File: src/rtl/mc_ctrl_fsm.sv
// Multicycle MIPS control FSM with built-in ALU decoder and memory handshake.
// Optional illegal-opcode trap state enabled by MC_CTRL_ILLEGAL_TRAP_EN.
module mc_ctrl_fsm #(
  parameter int ALUCTL_W = 3,
  parameter bit MEM_HS   = 1'b1
) (
  input  logic                clk,
  input  logic                rst,
  input  logic [5:0]          opcode,
  input  logic [5:0]          funct,
  input  logic                zero,
  input  logic                mem_ready,
  output logic                mem_req,
  output logic                i_or_d,
  output logic                mem_to_reg,
  output logic                reg_dst,
  output logic                alu_src_a,
  output logic                ir_write,
  output logic                mem_write,
  output logic                pc_write,
  output logic                branch,
  output logic                reg_write,
  output logic                ori,
  output logic [1:0]          pc_src,
  output logic [1:0]          alu_src_b,
  output logic [ALUCTL_W-1:0] alu_control,
  output logic                pc_en,
  output logic                instr_done,
  output logic [3:0]          state_o
`ifdef MC_CTRL_ILLEGAL_TRAP_EN
  ,
  output logic                illegal_op
`endif
);

  typedef enum logic [3:0] {
    S_FETCH  = 4'd0,
    S_DECODE = 4'd1,
    S_MEMADR = 4'd2,
    S_MEMRD  = 4'd3,
    S_MEMWB  = 4'd4,
    S_MEMWR  = 4'd5,
    S_EXEC   = 4'd6,
    S_ALUWB  = 4'd7,
    S_BEQ    = 4'd8,
    S_ADDIEX = 4'd9,
    S_IWB    = 4'd10,
    S_JUMP   = 4'd11,
    S_ORIEX  = 4'd12,
    S_TRAP   = 4'd13
  } state_t;

  localparam logic [5:0] OP_R    = 6'b000000;
  localparam logic [5:0] OP_LW   = 6'b100011;
  localparam logic [5:0] OP_SW   = 6'b101011;
  localparam logic [5:0] OP_BEQ  = 6'b000100;
  localparam logic [5:0] OP_ADDI = 6'b001000;
  localparam logic [5:0] OP_J    = 6'b000010;
  localparam logic [5:0] OP_ORI  = 6'b001101;

  state_t state_q, state_d;
  logic   rdy;
  logic   is_r, is_lw, is_sw, is_beq;
  logic   is_addi, is_j, is_ori, is_known;
  logic   unk_done;
  logic [2:0] alu_op;
  logic [2:0] funct_op;

  assign rdy = MEM_HS ? mem_ready : 1'b1;

  assign is_r     = (opcode == OP_R);
  assign is_lw    = (opcode == OP_LW);
  assign is_sw    = (opcode == OP_SW);
  assign is_beq   = (opcode == OP_BEQ);
  assign is_addi  = (opcode == OP_ADDI);
  assign is_j     = (opcode == OP_J);
  assign is_ori   = (opcode == OP_ORI);
  assign is_known = is_r | is_lw | is_sw | is_beq
                  | is_addi | is_j | is_ori;

  always_ff @(posedge clk) begin
    if (rst) state_q <= S_FETCH;
    else     state_q <= state_d;
  end

  always_comb begin
    state_d = S_FETCH;
    case (state_q)
      S_FETCH:  state_d = rdy ? S_DECODE : S_FETCH;
      S_DECODE: begin
        unique case (1'b1)
          is_lw, is_sw: state_d = S_MEMADR;
          is_r:         state_d = S_EXEC;
          is_beq:       state_d = S_BEQ;
          is_addi:      state_d = S_ADDIEX;
          is_ori:       state_d = S_ORIEX;
          is_j:         state_d = S_JUMP;
          default: begin
`ifdef MC_CTRL_ILLEGAL_TRAP_EN
            state_d = S_TRAP;
`else
            state_d = S_FETCH;
`endif
          end
        endcase
      end
      S_MEMADR: begin
        if (is_lw)      state_d = S_MEMRD;
        else if (is_sw) state_d = S_MEMWR;
        else            state_d = S_FETCH;
      end
      S_MEMRD:  state_d = rdy ? S_MEMWB : S_MEMRD;
      S_MEMWB:  state_d = S_FETCH;
      S_MEMWR:  state_d = rdy ? S_FETCH : S_MEMWR;
      S_EXEC:   state_d = S_ALUWB;
      S_ALUWB:  state_d = S_FETCH;
      S_BEQ:    state_d = S_FETCH;
      S_ADDIEX: state_d = S_IWB;
      S_ORIEX:  state_d = S_IWB;
      S_IWB:    state_d = S_FETCH;
      S_JUMP:   state_d = S_FETCH;
`ifdef MC_CTRL_ILLEGAL_TRAP_EN
      S_TRAP:   state_d = S_TRAP;
`endif
      default:  state_d = S_FETCH;
    endcase
  end

  always_comb begin
    funct_op = 3'b010;
    unique case (funct)
      6'b100000: funct_op = 3'b010;
      6'b100010: funct_op = 3'b110;
      6'b100100: funct_op = 3'b000;
      6'b100101: funct_op = 3'b001;
      6'b101010: funct_op = 3'b111;
      default:   funct_op = 3'b010;
    endcase
  end

`ifdef MC_CTRL_ILLEGAL_TRAP_EN
  assign unk_done = 1'b0;
`else
  // Unknown opcodes retire as a NOP out of DECODE.
  assign unk_done = ~is_known;
`endif

  always_comb begin
    mem_req    = 1'b0;
    i_or_d     = 1'b0;
    mem_to_reg = 1'b0;
    reg_dst    = 1'b0;
    alu_src_a  = 1'b0;
    ir_write   = 1'b0;
    mem_write  = 1'b0;
    pc_write   = 1'b0;
    branch     = 1'b0;
    reg_write  = 1'b0;
    ori        = 1'b0;
    pc_src     = 2'b00;
    alu_src_b  = 2'b00;
    alu_op     = 3'b000;
    instr_done = 1'b0;
    case (state_q)
      S_FETCH: begin
        mem_req   = 1'b1;
        alu_src_b = 2'b01;
        alu_op    = 3'b010;
        ir_write  = rdy;
        pc_write  = rdy;
      end
      S_DECODE: begin
        alu_src_b  = 2'b11;
        alu_op     = 3'b010;
        instr_done = unk_done;
      end
      S_MEMADR: begin
        alu_src_a = 1'b1;
        alu_src_b = 2'b10;
        alu_op    = 3'b010;
      end
      S_MEMRD: begin
        i_or_d  = 1'b1;
        mem_req = 1'b1;
      end
      S_MEMWB: begin
        mem_to_reg = 1'b1;
        reg_write  = 1'b1;
        instr_done = 1'b1;
      end
      S_MEMWR: begin
        i_or_d     = 1'b1;
        mem_req    = 1'b1;
        mem_write  = rdy;
        instr_done = rdy;
      end
      S_EXEC: begin
        alu_src_a = 1'b1;
        alu_op    = funct_op;
      end
      S_ALUWB: begin
        reg_dst    = 1'b1;
        reg_write  = 1'b1;
        instr_done = 1'b1;
      end
      S_BEQ: begin
        alu_src_a  = 1'b1;
        alu_op     = 3'b110;
        branch     = 1'b1;
        pc_src     = 2'b01;
        instr_done = 1'b1;
      end
      S_ADDIEX: begin
        alu_src_a = 1'b1;
        alu_src_b = 2'b10;
        alu_op    = 3'b010;
      end
      S_ORIEX: begin
        alu_src_a = 1'b1;
        alu_src_b = 2'b10;
        ori       = 1'b1;
        alu_op    = 3'b001;
      end
      S_IWB: begin
        reg_write  = 1'b1;
        instr_done = 1'b1;
      end
      S_JUMP: begin
        pc_src     = 2'b10;
        pc_write   = 1'b1;
        instr_done = 1'b1;
      end
      default: ;
    endcase
    // Reset wins over every write-side strobe, even mid-instruction.
    if (rst) begin
      mem_write  = 1'b0;
      reg_write  = 1'b0;
      pc_write   = 1'b0;
      ir_write   = 1'b0;
      branch     = 1'b0;
      instr_done = 1'b0;
    end
  end

  assign pc_en       = pc_write | (branch & zero);
  assign alu_control = ALUCTL_W'(alu_op);
  assign state_o     = state_q;

`ifdef MC_CTRL_ILLEGAL_TRAP_EN
  assign illegal_op = (state_q == S_TRAP);
`endif

endmodule

File: config.mk
export PLATFORM = sky130hd
export DESIGN_NAME = mc_ctrl_fsm
export DESIGN_NICKNAME = d
export VERILOG_FILES = /design/src/rtl/mc_ctrl_fsm.sv
export SDC_FILE = /design/constraint.sdc
export NUM_CORES = 1
export LEC_CHECK = 0
export ABC_AREA = 1
export BUFFER_PORTS_ARGS = -buffer_cell sky130_fd_sc_hd__clkbuf_2
export CAP_MARGIN = 30
export CORE_MARGIN = 2
export CORE_UTILIZATION = 28
export CTS_BUF_LIST = sky130_fd_sc_hd__clkbuf_16
export CTS_CLUSTER_DIAMETER = 100
export DETAILED_ROUTE_END_ITERATION = 16
export HOLD_SLACK_MARGIN = 0.08
export PLACE_DENSITY_LB_ADDON = 0.05
export RECOVER_POWER = 25
export SLEW_MARGIN = 20
export SYNTH_ARGS = -nofsm -noshare
export SYNTH_HDL_FRONTEND = slang
export SYNTH_SLANG_ARGS = --single-unit
File: constraint.sdc
create_clock -name clk -period 1.59 [get_ports clk]
set_input_delay 0.159 -clock clk [delete_from_list [all_inputs] [get_ports clk]]
set_output_delay 0.159 -clock clk [all_outputs]
set_load 0.02 [all_outputs]
==> impl_summary.md, run 1 <==
Status
The flow ran to the end, and the final reports show no timing, DRC or antenna violations.

Place
The worst slack after detailed placement is 0.0953 ns. The placed instances occupy a cell area of 905 um2. The HPWL after detailed placement is 1.82 mm. The count of buffers added on input and output ports is 39. The routability congestion estimate is 0.852.

Once placement completed, the tool counted placed cells totaling 204.

Final layout
The signed area change from the synthesized netlist to the final layout is 63.1%. The filler cell count in the final layout is 251. The share of layout cells above drive strength 1 is 39.6%. With fillers left out, the area of the finished cells amounts to 1080 um2. The antenna diode count is 0. After the flow finishes, the layout carries non-filler instances totaling 210. The count of nets after finishing is 200. The flip-flop count of the largest register, all copies and words added is 4.

Route
The post-detailed-routing wire length is 2.17 mm. Once detail routing completed, the nets flagged for antenna violations numbered 0. The vias per cell is 4.54. For this run, design rule violations remaining after detail routing come to 0. The number of search-and-repair iterations in the first detailed-routing pass is 4. The routed length per placed instance is 10.3 um. The total via count in the routed design is 953. The count of routing violations after the opening detailed-route iteration is 11.

Pwr
The switching share of power is 24.6%. Summed over all cells, the static leakage comes to 0.000662 uW. Per report_power, the sequential group accounts for 16.5% of the total.

Of the total power, combinational logic draws 22.4%. The power density normalized to cell area is 580 nW/um2. For this design the total switching power over the nets is 154 uW. IR analysis of the VDD net gives a maximum drop of 731 uV.

The internal power of the cells totals 473 uW. The share of total power dissipated in the clock network is 61.1%.

GRT
The wire length of the first global-routing pass is 3.42 mm. The maximum number of pins on one net before global-route repair is 8. The number of global-route vias before repair is 856. The number of antenna violations at the first check in global routing is 0. The total routing usage reported by global routing is 16.0%. The overall overflow remaining after global route is 0.

STA
The worst-margin pin slew is 0.244 ns. The worst hold margin is 0.214 ns. The final clock period utilization by the worst path is 99.2%. The clock skew is 0.00132 ns. Setup violations remaining at the end of the flow were counted as 0. The relative slew slack is 83.7%. Setup repair after global routing could not meet its margin everywhere.

The final-report max-slew violation count is 0. After layout, the minimum clock period comes to 1.58 ns. The number of endpoints with negative hold slack in the final report came to 0. The post-layout worst setup margin is 0.0130 ns. For this run, the top clock speed supported by timing is 0.634 GHz.

Synth
The total standard cell area after synthesis is 662 um2. The number of distinct standard cells referenced by the synthesized netlist is 17. The post-synthesis area per instance is 4.87 um2. The yosys synthesis warning count is 0.

The share of the Yosys chip area taken by registers is 12.1%. The number of instances in the synthesized netlist is 136. The post-synthesis register bit count is 4.

The post-synth net total is 152.

Die
Pin placement for this block handled 40 I/O pins. The die extent in x is 52.6 um. The area inside the core boundary is 2230 um2. The die footprint is 2770 um2. In this run the vertical extent of the chip is 52.6 um. The effective utilization at floorplan is 29.6%.

In this run the core area contains 17 standard-cell rows.

Critical path
In this run the critical register-to-register path is launched from state_o[0]. The first element of the critical path is state_o[0]. The critical path data arrival time is 1.42 ns. The end of the worst register-to-register path is state_o[1].

The setup slack on the worst flop-to-flop path is 0.32 ns. STA classifies the critical path endpoint as an output pin. The cell count of the worst reg-to-reg path is 9.

The critical path ends at instr_done. Data on the critical path is required at its endpoint by 1.43 ns. The startpoint class of the critical path is a flip-flop. In this run the worst path has a maximum fanout of 6. The type of the setup path with the least slack is reg -> out.

Clock network
The number of buffers added by the clock tree synthesis step is 3. The largest buffer count on any clock path is 2. CTS built an H-tree with a depth of 1. The clock sink total is 4.

TritonCTS built the clock tree. The clock transition at the register clock pins on the worst setup and hold paths after CTS is 0.03 ns. The tree is rooted in a clkbuf_16. In this run, post-CTS hold repair placed 0 buffers. For the worst-skew pair, the clock arrives at the later sink with an insertion delay of 0.22 ns.

Run
The count of max-cap constraint violations is 0.

Min path
In this run the worst hold path is classified as in -> reg.
worst max-delay path, stage by stage, from the launching register on:
cell     delay (ns)
dfxtp_4        0.38
inv_2          0.06
nor2_4         0.18
inv_2          0.07
nor2_4         0.14
nand3_1        0.10
a21oi_2        0.12
buf_4          0.15
per-stage QoR:
step	utilization [%]	setup TNS [ns]	total power, uW
final	48.3	0	627
after global routing	48.3	-0.0650	655
after CTS	44.5	-0.00739	624
after detailed placement	40.5	0	235
after global placement	40.5	0	234
after floorplan	-	0	183
layout make-up:
type / instances / area (um2) / area share, %
inverter: 30 / 113 / 10.4
tap: 28 / 35.0 / 3.24
timing repair buffer: 43 / 238 / 22.0
multi-input combinational: 102 / 524 / 48.6
clock buffer: 3 / 75.1 / 6.95
sequential: 4 / 95.1 / 8.81
layout by cell type (no fill, tap or decap), types with 4 or more instances in the layout:
cell       n
inv_2      5
nand3_1   17
buf_4      9
nor2_1    22
inv_1     24
nor2_4     6
nand2_1   30
o21ai_0    4
dfxtp_4    4
nor2_2     4
clkbuf_2  34
logic make-up after synthesis:
logic type / Yosys count / share of synthesized area, %
flip-flops: 4 / 12.1
AND/OR/NAND/NOR: 88 / 58.6
buffers and inverters: 30 / 17.0
AO/OA/AOI/OAI: 14 / 12.3
timing repair:
item                                    CTS  global route
buffers inserted                          0             3
gates resized for setup                   8            24
pin swaps                                 0             3
endpoints found under the setup margin   10             9
cells in the mapped netlist (all sizes together):
master / count / area share [%]
nand2: 33 / 19
nor2: 32 / 21
inv: 29 / 16
nand3: 17 / 13
o21ai: 6 / 5.1
a21oi: 5 / 3.8
dfxtp: 4 / 12
nand4: 3 / 2.8
nor3: 3 / 2.3
o211ai: 3 / 3.4
clkinv: 1 / 0.57
power by group through the flow:
stage	combinational [uW]	sequential, uW	clock [uW]
floorplan	72.8	111	0
global placement	125	108	0
detailed placement	127	108	0
CTS	128	108	388
global route	154	104	397
finish	140	103	383
layer usage:
layer / GRT usage, % / part of all wire [%]
met2: 26.3 / 47
met3: 2.00 / 3.6
met1: 21.3 / 49
met5: 0 / 0
met4: 5.56 / 0.97
worst min path at each step:
stage / from / endpoint / slack [ns] / depth (start not counted)
global route: rst / state_o[3] / 0.23 / 2
detailed placement: rst / state_o[3] / 0.43 / 2
floorplan: rst / state_o[3] / 0.23 / 1
CTS: rst / state_o[3] / 0.20 / 2
global placement: rst / state_o[3] / 0.44 / 2
finish: rst / state_o[3] / 0.21 / 2
Power figures use the tool's default switching activity.
==> run 2, diff against run 1 <==
Settings changed: MAX_ROUTING_LAYER from default to met4.
==> impl_summary.md, run 2 (synthesis gave the netlist of run 1 again) <==
STA
The number of endpoints with negative hold slack in the final report is 0 (unchanged). The relative slew slack came to 83.7% (unchanged). The setup violation total in the final timing report is 0 (unchanged).

The final clock period utilization by the worst path is 99.2% (unchanged). The maximum clock frequency is 0.634 GHz (unchanged). The final-report max-slew violation count was 0 (unchanged). The worst-margin pin slew was 0.244 ns (unchanged). The aggregate negative setup slack is 0 ns (unchanged). The clock skew is 0.00132 ns (unchanged). The post-layout worst setup margin is 0.0130 ns (unchanged). Setup repair after global routing could not meet its margin everywhere. The minimum period implied by the final worst setup slack came to 1.58 ns (unchanged).

Critical path
The critical path data arrival time was 1.42 ns (about the same). The slowest stage of the critical path is the dfxtp_4 cell. The critical path goes through inv_2 > nor2_4 > inv_2 > nor2_4 > nand3_1 > a21oi_2 > buf_4. The critical-path maximum fanout came to 6 (unchanged). The required arrival time at the worst endpoint is 1.43 ns (about the same). The type of the setup path with the least slack is reg -> out. The stage delay of the slowest cell on the critical path came to 0.38 ns (about the same). The critical path endpoint category is an output pin. The worst setup path is launched from a flip-flop.

Route
The remaining design rule violation count is 0 (unchanged). The routed length per placed instance is 10.3 um (unchanged). The total met2 wirelength after detailed routing is 1.01 mm (unchanged). The vias per cell is 4.54 (unchanged). The total via count in the routed design came to 953 (unchanged). The total length of routed met3 wires came to 79 um (unchanged). The highest metal layer carrying signal wires in the routed design is met4. The count of routing violations after the opening detailed-route iteration is 11 (unchanged).

The count of antenna-violating nets left after detailed routing is 0 (unchanged). The met1 wire length came to 1.06 mm (unchanged). The post-detailed-routing wire length is 2.17 mm (unchanged).

The number of search-and-repair iterations in the first detailed-routing pass was 4 (unchanged).

Clock network
The H-tree level count was 1 (unchanged). The clock latency reported for the late side of the worst-skew pair was 0.22 ns (about the same). The clock sink total is 4 (unchanged). The clock tree from TritonCTS is done. The clock transition at the register clock pins on the worst setup and hold paths after CTS is 0.03 ns (about the same). The largest buffer count on any clock path is 2 (unchanged). The number of buffers added by the clock tree synthesis step is 3 (unchanged). The root buffer cell chosen for the clock tree is clkbuf_16.

Place
The number of port buffers came to 39 (unchanged). The worst slack after detailed placement is 0.0953 ns (unchanged). The routability congestion estimate is 0.866 (+1.6%).

The HPWL after detailed placement is 1.82 mm (unchanged).

Die
The die extent in x is 52.6 um (unchanged). The die footprint is 2770 um2 (unchanged). The cell row count is 17 (unchanged). The effective utilization at floorplan is 29.6% (unchanged). The number of top-level pins came to 40 (unchanged). The area inside the core boundary is 2230 um2 (unchanged).

The die outline height is 52.6 um (unchanged).

Final layout
The flip-flop count of the largest register, all copies and words added is 4 (unchanged). The final core utilization is 48.3% (unchanged). The antenna diode count came to 0 (unchanged). The signed area change from the synthesized netlist to the final layout is 63.1% (unchanged). The count of nets after finishing is 200 (unchanged).

Leaving out fill and tap cells, the most frequent cells in the layout are clkbuf_2, nand2_1, inv_1. The most common cell after layout, fill and taps aside is clkbuf_2. The share of layout cells above drive strength 1 is 39.6% (unchanged).

GRT
The wire length of the first global-routing pass is 3.42 mm (unchanged). The number of antenna violations at the first check in global routing was 0 (unchanged). The number of global-route vias before repair came to 854 (-0.23%). The overall overflow remaining after global route is 0 (unchanged). The maximum number of pins on one net before global-route repair came to 8 (unchanged). The total routing usage reported by global routing is 16.4% (+0.41 points).

Min path
The path category of the worst min-delay check is in -> reg.

Pwr
The proportion of power drawn by combinational gates is 22.4% (about the same). The switching share of power is 24.6% (about the same). The internal cell power is 473 uW (unchanged). The fraction of power consumed by the clock network is 61.1% (about the same).

The reported net switching power was 154 uW (about the same). The standby leakage power is 0.000662 uW (unchanged). The proportion of power drawn by flip-flops and latches came to 16.5% (about the same). The power density normalized to cell area is 580 nW/um2 (about the same). The maximum vdd drop is 731 uV (unchanged).

Run
The count of max-cap constraint violations is 0 (unchanged).

Status
The run finished with clean final reports.
run 2: cell counts in the layout (fill, tap and decap cells not counted):
Identical to the previous run, type by type.
run 2: worst max-delay path: cells and delay by family (launching register included):
kind                   cells  cell delay, ns
buffers and inverters      3            0.28
AND/OR/NAND/NOR            3            0.42
AO/OA/AOI/OAI              1            0.12
flip-flops                 1            0.38
run 2: final timing paths:
kind | startpoint | to | slack [ns] | cells past startpoint
worst min register to register | state_o[1] | state_o[3] | 0.73 | 3
worst max-delay path | state_o[0] | instr_done | 0.01 | 7
worst max register to register | state_o[0] | state_o[1] | 0.32 | 9
worst min-delay path | rst | state_o[3] | 0.21 | 2
run 2: metrics by stage:
step | instance area, um2 | instances | power (uW) | hold slack [ns]
floorplan | 667 | 136 | 183 | 0.228
global placement | 905 | 204 | 234 | 0.441
detailed placement | 905 | 204 | 235 | 0.429
CTS | 995 | 207 | 624 | 0.204
global route | 1080 | 210 | 655 | 0.228
finish | 1080 | 210 | 627 | 0.214
run 2: layout make-up:
class	instances	area (um2)
Multi-Input combinational cell	102	524
Fill cell	251	1150
Inverter	30	113
Tap cell	28	35.0
Sequential cell	4	95.1
Timing Repair Buffer	43	238
Clock buffer	3	75.1
run 2: what timing repair did:
item	CTS	global route
setup buffers	0	3
hold buffers	0	0
gates resized for setup	8	24
setup endpoints to repair	10	9
gates cloned	0	0
pin swaps	0	3
run 2: metal layers:
layer	global-route usage (%)	vias up
li1	-	521
met3	2.00	2
met5	-	-
met1	21.3	404
met2	26.3	26
met4	5.56	0
run 2: power by group through the flow:
stage          Clock, uW  Combinational [uW]  Sequential, uW
5_1_grt              397                 154             104
4_1_cts              388                 128             108
2_1_floorplan          0                72.8             111
3_3_place_gp           0                 125             108
3_5_place_dp           0                 127             108
6_report             383                 140             103
